## src/rtl/tx_frame_ser_pkg.sv

```systemverilog
// Shared constants and FSM encoding for the TX frame serialiser.
package tx_frame_ser_pkg;

    localparam int unsigned DATA_LENGTH = 32;
    localparam int unsigned CRC_LENGTH  = 10;
    localparam int unsigned CNT_WIDTH   = 6;
    localparam logic [CRC_LENGTH-1:0] CRC_POLY = 10'h233;

    typedef enum logic [1:0] {
        StIdle    = 2'd0,
        StCrcWait = 2'd1,
        StShift   = 2'd2
    } tx_state_e;

endpackage

```

## src/rtl/tx_ser_shift.sv

```systemverilog
// Parallel-load, ready-gated MSB-first shift register with bit counter and frame markers.
module tx_ser_shift
    import tx_frame_ser_pkg::*;
#(
    parameter int unsigned FRAME_W = DATA_LENGTH + CRC_LENGTH,
    parameter int unsigned CNT_W   = CNT_WIDTH
) (
    input  logic               clk,
    input  logic               rst_n,
    input  logic               load,
    input  logic [FRAME_W-1:0] load_data,
    input  logic               ser_rdy,
    output logic               ser_o,
    output logic               ser_vld,
    output logic               sof,
    output logic               eof,
    output logic               last
);

    logic [FRAME_W-1:0] shreg_q;
    logic [CNT_W-1:0]   cnt_q;
    logic               vld_q;
    logic               sof_q;
    logic               eof_q;
    logic               consume;

    assign consume = vld_q & ser_rdy;

    always_ff @(posedge clk) begin
        if (!rst_n) begin
            shreg_q <= '0;
            cnt_q   <= '0;
            vld_q   <= 1'b0;
            sof_q   <= 1'b0;
            eof_q   <= 1'b0;
        end else if (load) begin
            shreg_q <= load_data;
            cnt_q   <= '0;
            vld_q   <= 1'b1;
            sof_q   <= 1'b1;
            eof_q   <= 1'b0;
        end else if (consume) begin
            shreg_q <= {shreg_q[FRAME_W-2:0], 1'b0};
            cnt_q   <= cnt_q + 1'b1;
            sof_q   <= 1'b0;
            // Markers are flopped one bit ahead so they line up with the presented bit.
            eof_q   <= (cnt_q == CNT_W'(FRAME_W - 2));
            if (eof_q) begin
                vld_q <= 1'b0;
                eof_q <= 1'b0;
            end
        end
    end

    assign ser_o   = shreg_q[FRAME_W-1];
    assign ser_vld = vld_q;
    assign sof     = sof_q;
    assign eof     = eof_q;
    assign last    = consume & eof_q;

endmodule

```

## src/rtl/tx_frame_ser.sv

```systemverilog
// TX frame serialiser: accepts a payload, waits for its CRC, then emits {payload, crc} bit-serially.
module tx_frame_ser
    import tx_frame_ser_pkg::*;
#(
    parameter int unsigned DATA_W = DATA_LENGTH,
    parameter int unsigned CRC_W  = CRC_LENGTH,
    parameter int unsigned CNT_W  = CNT_WIDTH,
    parameter int unsigned TO_CYC = DATA_W + 4
) (
    input  logic              clk,
    input  logic              rst_n,
    input  logic [DATA_W-1:0] data_i,
    input  logic              data_vld,
    output logic              data_rdy,
    output logic              crc_start,
    output logic [DATA_W-1:0] crc_data_o,
    input  logic              crc_vld,
    input  logic [CRC_W-1:0]  crc_i,
    input  logic              ser_rdy,
    output logic              ser_o,
    output logic              ser_vld,
    output logic              sof,
    output logic              eof,
    output logic              crc_err
);

    localparam int unsigned FRAME_W = DATA_W + CRC_W;
    localparam int unsigned TO_W    = $clog2(TO_CYC + 1);

    tx_state_e         state_q;
    logic [TO_W-1:0]   to_cnt_q;
    logic [DATA_W-1:0] payload_q;
    logic              data_rdy_q;
    logic              crc_start_q;
    logic              crc_err_q;
    logic              load;
    logic              frame_done;

    // The CRC result goes straight into the shifter on its valid cycle.
    assign load = (state_q == StCrcWait) && crc_vld;

    always_ff @(posedge clk) begin
        if (!rst_n) begin
            state_q     <= StIdle;
            to_cnt_q    <= '0;
            payload_q   <= '0;
            data_rdy_q  <= 1'b1;
            crc_start_q <= 1'b0;
            crc_err_q   <= 1'b0;
        end else begin
            crc_start_q <= 1'b0;
            crc_err_q   <= 1'b0;
            unique case (state_q)
                StIdle: begin
                    if (data_vld && data_rdy_q) begin
                        payload_q   <= data_i;
                        crc_start_q <= 1'b1;
                        data_rdy_q  <= 1'b0;
                        to_cnt_q    <= '0;
                        state_q     <= StCrcWait;
                    end
                end
                StCrcWait: begin
                    if (crc_vld) begin
                        state_q <= StShift;
                    end else if (to_cnt_q == TO_W'(TO_CYC - 1)) begin
                        crc_err_q  <= 1'b1;
                        data_rdy_q <= 1'b1;
                        state_q    <= StIdle;
                    end else begin
                        to_cnt_q <= to_cnt_q + 1'b1;
                    end
                end
                StShift: begin
                    if (frame_done) begin
                        data_rdy_q <= 1'b1;
                        state_q    <= StIdle;
                    end
                end
                default: state_q <= StIdle;
            endcase
        end
    end

    tx_ser_shift #(
        .FRAME_W (FRAME_W),
        .CNT_W   (CNT_W)
    ) u_shift (
        .clk       (clk),
        .rst_n     (rst_n),
        .load      (load),
        .load_data ({payload_q, crc_i}),
        .ser_rdy   (ser_rdy),
        .ser_o     (ser_o),
        .ser_vld   (ser_vld),
        .sof       (sof),
        .eof       (eof),
        .last      (frame_done)
    );

    assign data_rdy   = data_rdy_q;
    assign crc_start  = crc_start_q;
    assign crc_data_o = payload_q;
    assign crc_err    = crc_err_q;

endmodule

```

## config.mk

```make
export PLATFORM = sky130hd
export DESIGN_NAME = tx_frame_ser
export DESIGN_NICKNAME = d
export VERILOG_FILES = /design/src/rtl/tx_frame_ser_pkg.sv /design/src/rtl/tx_ser_shift.sv /design/src/rtl/tx_frame_ser.sv
export SDC_FILE = /design/constraint.sdc
export NUM_CORES = 1
export LEC_CHECK = 0
export BUFFER_PORTS_ARGS = -buffer_cell sky130_fd_sc_hd__buf_4
export CAP_MARGIN = 20
export CORE_UTILIZATION = 54
export DETAILED_ROUTE_END_ITERATION = 8
export PLACE_DENSITY = 0.89
export SLEW_MARGIN = 10
export SYNTH_ARGS = -nofsm -noshare
export SYNTH_HDL_FRONTEND = slang
export SYNTH_SLANG_ARGS = --single-unit
```

## constraint.sdc

```tcl
create_clock -name clk -period 2.1 [get_ports clk]
set_clock_uncertainty 0.2 [all_clocks]
set_input_delay 0.105 -clock clk [delete_from_list [all_inputs] [get_ports clk]]
set_output_delay 0.105 -clock clk [all_outputs]
set_load 0.1 [all_outputs]
```

==> metrics.txt <==
Comb power frac=39.6%; vias in the first global route=3600; met1 Use GR=33.01%; remaining global-route overflow=0; drt wl/cell=14.20 um; die height=86.62 um; largest net degree at the start of global routing=85; CTS H-tree depth=3; worst hold slack=0.1431 ns; Inst Count DP=639; P_int=roughly 3.4 mW; Sequential Power Share=38.6%; Worst Hold Class=input port to register; clk_lat worst skew=0.36 ns; largest family of logic cells by synthesized area=simple AND/OR/NAND/NOR gates; syn_nets=540; Critical Path Fanout Max=5; commonest non-fill, non-tap cells in the layout=nand2_1 (158), dfxtp_1 (92), buf_4 (90); area share of the largest cell type after synthesis=48.67%; critical path cell sequence=inv_1 -> ha_1 -> a21boi_1 -> or3_1 -> or2_1 -> o22ai_1; Avg Inst Size Synth=approximately 8.0 um^2; Bufs and invs on worst path=1; GR Util All Layers=27.29%; CTS Root Cell=clkbuf_8; Clock transition at path regs=about 0.090 ns; clock power share=21.8%; complex-gate fraction of the synthesized area=17.15%; share of layout cells above drive strength 1=19.70%; Ports=86; Starting DRT DRC Count=279; Slew @ Worst Pin=~0.57 ns; status=complete, no violations; adder-cell area share of the yosys netlist=approximately 2.3%; pre-CTS WS=0.1031 ns; Total Wirelength=around 9900 um; nets=about 650; DP HPWL=5731 um; critical path arrival=2.08 ns; core area=0.006869 mm^2; Non-Filler Instances=700; Max VDD drop=about 670 uV; CTS tree=yes; ANT cells=0; post-synthesis xor/xnor area fraction=1.586%; setup TNS=0 ns; sequential area share after synthesis=48.67%; die area=0.007502 mm^2; CP peak stage delay=0.40 ns; RSZ-0062 raised after global routing=no; cells after synthesis=approximately 490; element type at the critical path end=register; largest cells by area after synthesis=dfxtp_1 (49%), nand2_1 (15%), a311oi_1 (8.4%), nor2_1 (5.2%), a21oi_1 (4.9%); commonest non-fill, non-tap cell in the layout=nand2_1; NetSw=2.563 mW; Worst EP required=2.19 ns; Core Util, Final=76.36%; synth unique cells=39; Post-Synth Simple-Gate Area=25.34%; M3 GR Usage=5.048%; CTS buffer count=9; PwrDens=1136 mW/mm^2; CP max stage cell=or3_1; Synth area leader=dfxtp_1; clk sink count=94; Max Cap Viol=0; multi-input logic area=approximately 0.0018 mm^2; Longest Clk Path Bufs=2; drt first pass iters=5; GRT busiest layer=met2; cell family with most CP delay=simple AND/OR/NAND/NOR gates; met2 usage=47.91%; # DRC=0; worst rel slew slack=just over 60%; Final Hold Fails=0; Synth-to-Final Area Change=35.66%; row cnt=30; Worst Slack Setup Final=0.1020 ns; port bufs=85; static leakage=2.145 nW; initial core utilization=between 50% and 60%; Die Wd=86.62 um; fin. max-slew vios=0; vias post-DR=3835; fin crit share=between 90% and 100%; Final Critical Period=1.998 ns; routability cong.=between 0.9 and 1; Fillers=465; cell area after synthesis=0.003866 mm^2; mux contribution to synthesized area=0.2589%; Crit Path Category=register to register; Synthesis Warnings=0; Sw Share=a little over two fifths; setup violators final=0; register area=0.001884 mm^2; initial antenna violation count=0; Routed Antenna Nets=0; Peak Freq=roughly 500 MHz; register bit total from synthesis=94; first-pass GRT wire length=16260 um; vias per cell=5.479; type of origin of the critical path=register
[what timing repair did]
| action | 4_1_cts | 5_1_grt |
|---|---|---|
| hold endpoints to repair | 55 | 0 |
| hold buffers | 45 | 0 |
| resized for setup | 0 | 1 |
| buffers inserted | 0 | 0 |
| endpoints found under the setup margin | 0 | 4 |
[flip-flops by register name, indices dropped and copies added (netlist names), 2 cells and up]
name / count
u_shift.shreg_q: 42
crc_data_o: 32
to_cnt_q: 6
u_shift.cnt_q: 6
state_q: 2
[cell families (layout without fill, tap and decap cells)]
family	count (synthesis)	in the layout
flops	94	94
xor+xnor	7	7
buf+inv	43	161
mux	1	1
compound gates	93	93
fa+ha+maj	7	7
simple gates	241	241
[cell type report]
cell class                      instances  share of cell area, %
Inverter                                7                 0.5010
Timing Repair Buffer                  138                  22.61
Sequential cell                        94                  35.93
Tap cell                               96                  2.290
Clock inverter                          7                  1.837
Clock buffer                            9                  2.362
Multi-Input combinational cell        349                  34.47
[final timing paths]
check        slack (ns)             endpoint                 from  depth (start not counted)
min                0.14            crc_start             data_vld                          4
min reg2reg        0.28  u_shift.shreg_q[21]  u_shift.shreg_q[20]                          2
max reg2reg        0.10          to_cnt_q[1]           state_q[0]                          6
max                0.10          to_cnt_q[1]           state_q[0]                          6
[metrics by stage]
stage / power (mW) / cell area, um^2
final: 5.956 / 5245
after global routing: 6.231 / 5245
after CTS: 5.930 / 5243
after detailed placement: 4.573 / 4572
after global placement: 4.510 / 4572
after floorplan: 4.046 / 3869
[power groups by stage]
stage	combinational, mW	clock, mW	sequential, mW
after CTS	2.33	1.31	2.29
after detailed placement	2.25	0	2.32
after floorplan	0.811	0	3.24
final	2.36	1.30	2.30
after global routing	2.49	1.41	2.33
after global placement	2.20	0	2.31
[routing by layer]
metal | vias up | wire, um
li1 | 1880 | -
met5 | - | 0
met2 | 131 | 5068
met1 | 1802 | 4164
met4 | 0 | 210
met3 | 22 | 494
[worst reg2reg max path: stages, from the launching register on]
cell and delay (ns):
dfxtp_1 0.39, inv_1 0.10, ha_1 0.25, a21boi_1 0.20, or3_1 0.40, or2_1 0.23
o22ai_1 0.17
[cells in the mapped netlist, drive strengths merged]
master and instances:
nand2 159, dfxtp 94, nor2 54, a21oi 38
a311oi 37, clkbuf 23, buf 13, nand3 10
ha 7, inv 7, o211a 5, nand4 4
nor4 4, xor2 4, xnor2 3, a21boi 2
a41oi 2, and2 2, and3 2, o21ai 2
o22ai 2, a22oi 1, a31o 1, and4b 1
mux2i 1, nand2b 1, nand3b 1, o21a 1
o31ai 1, o32ai 1, or2 1, or3 1
or4b 1
Power figures use the tool's default switching activity.
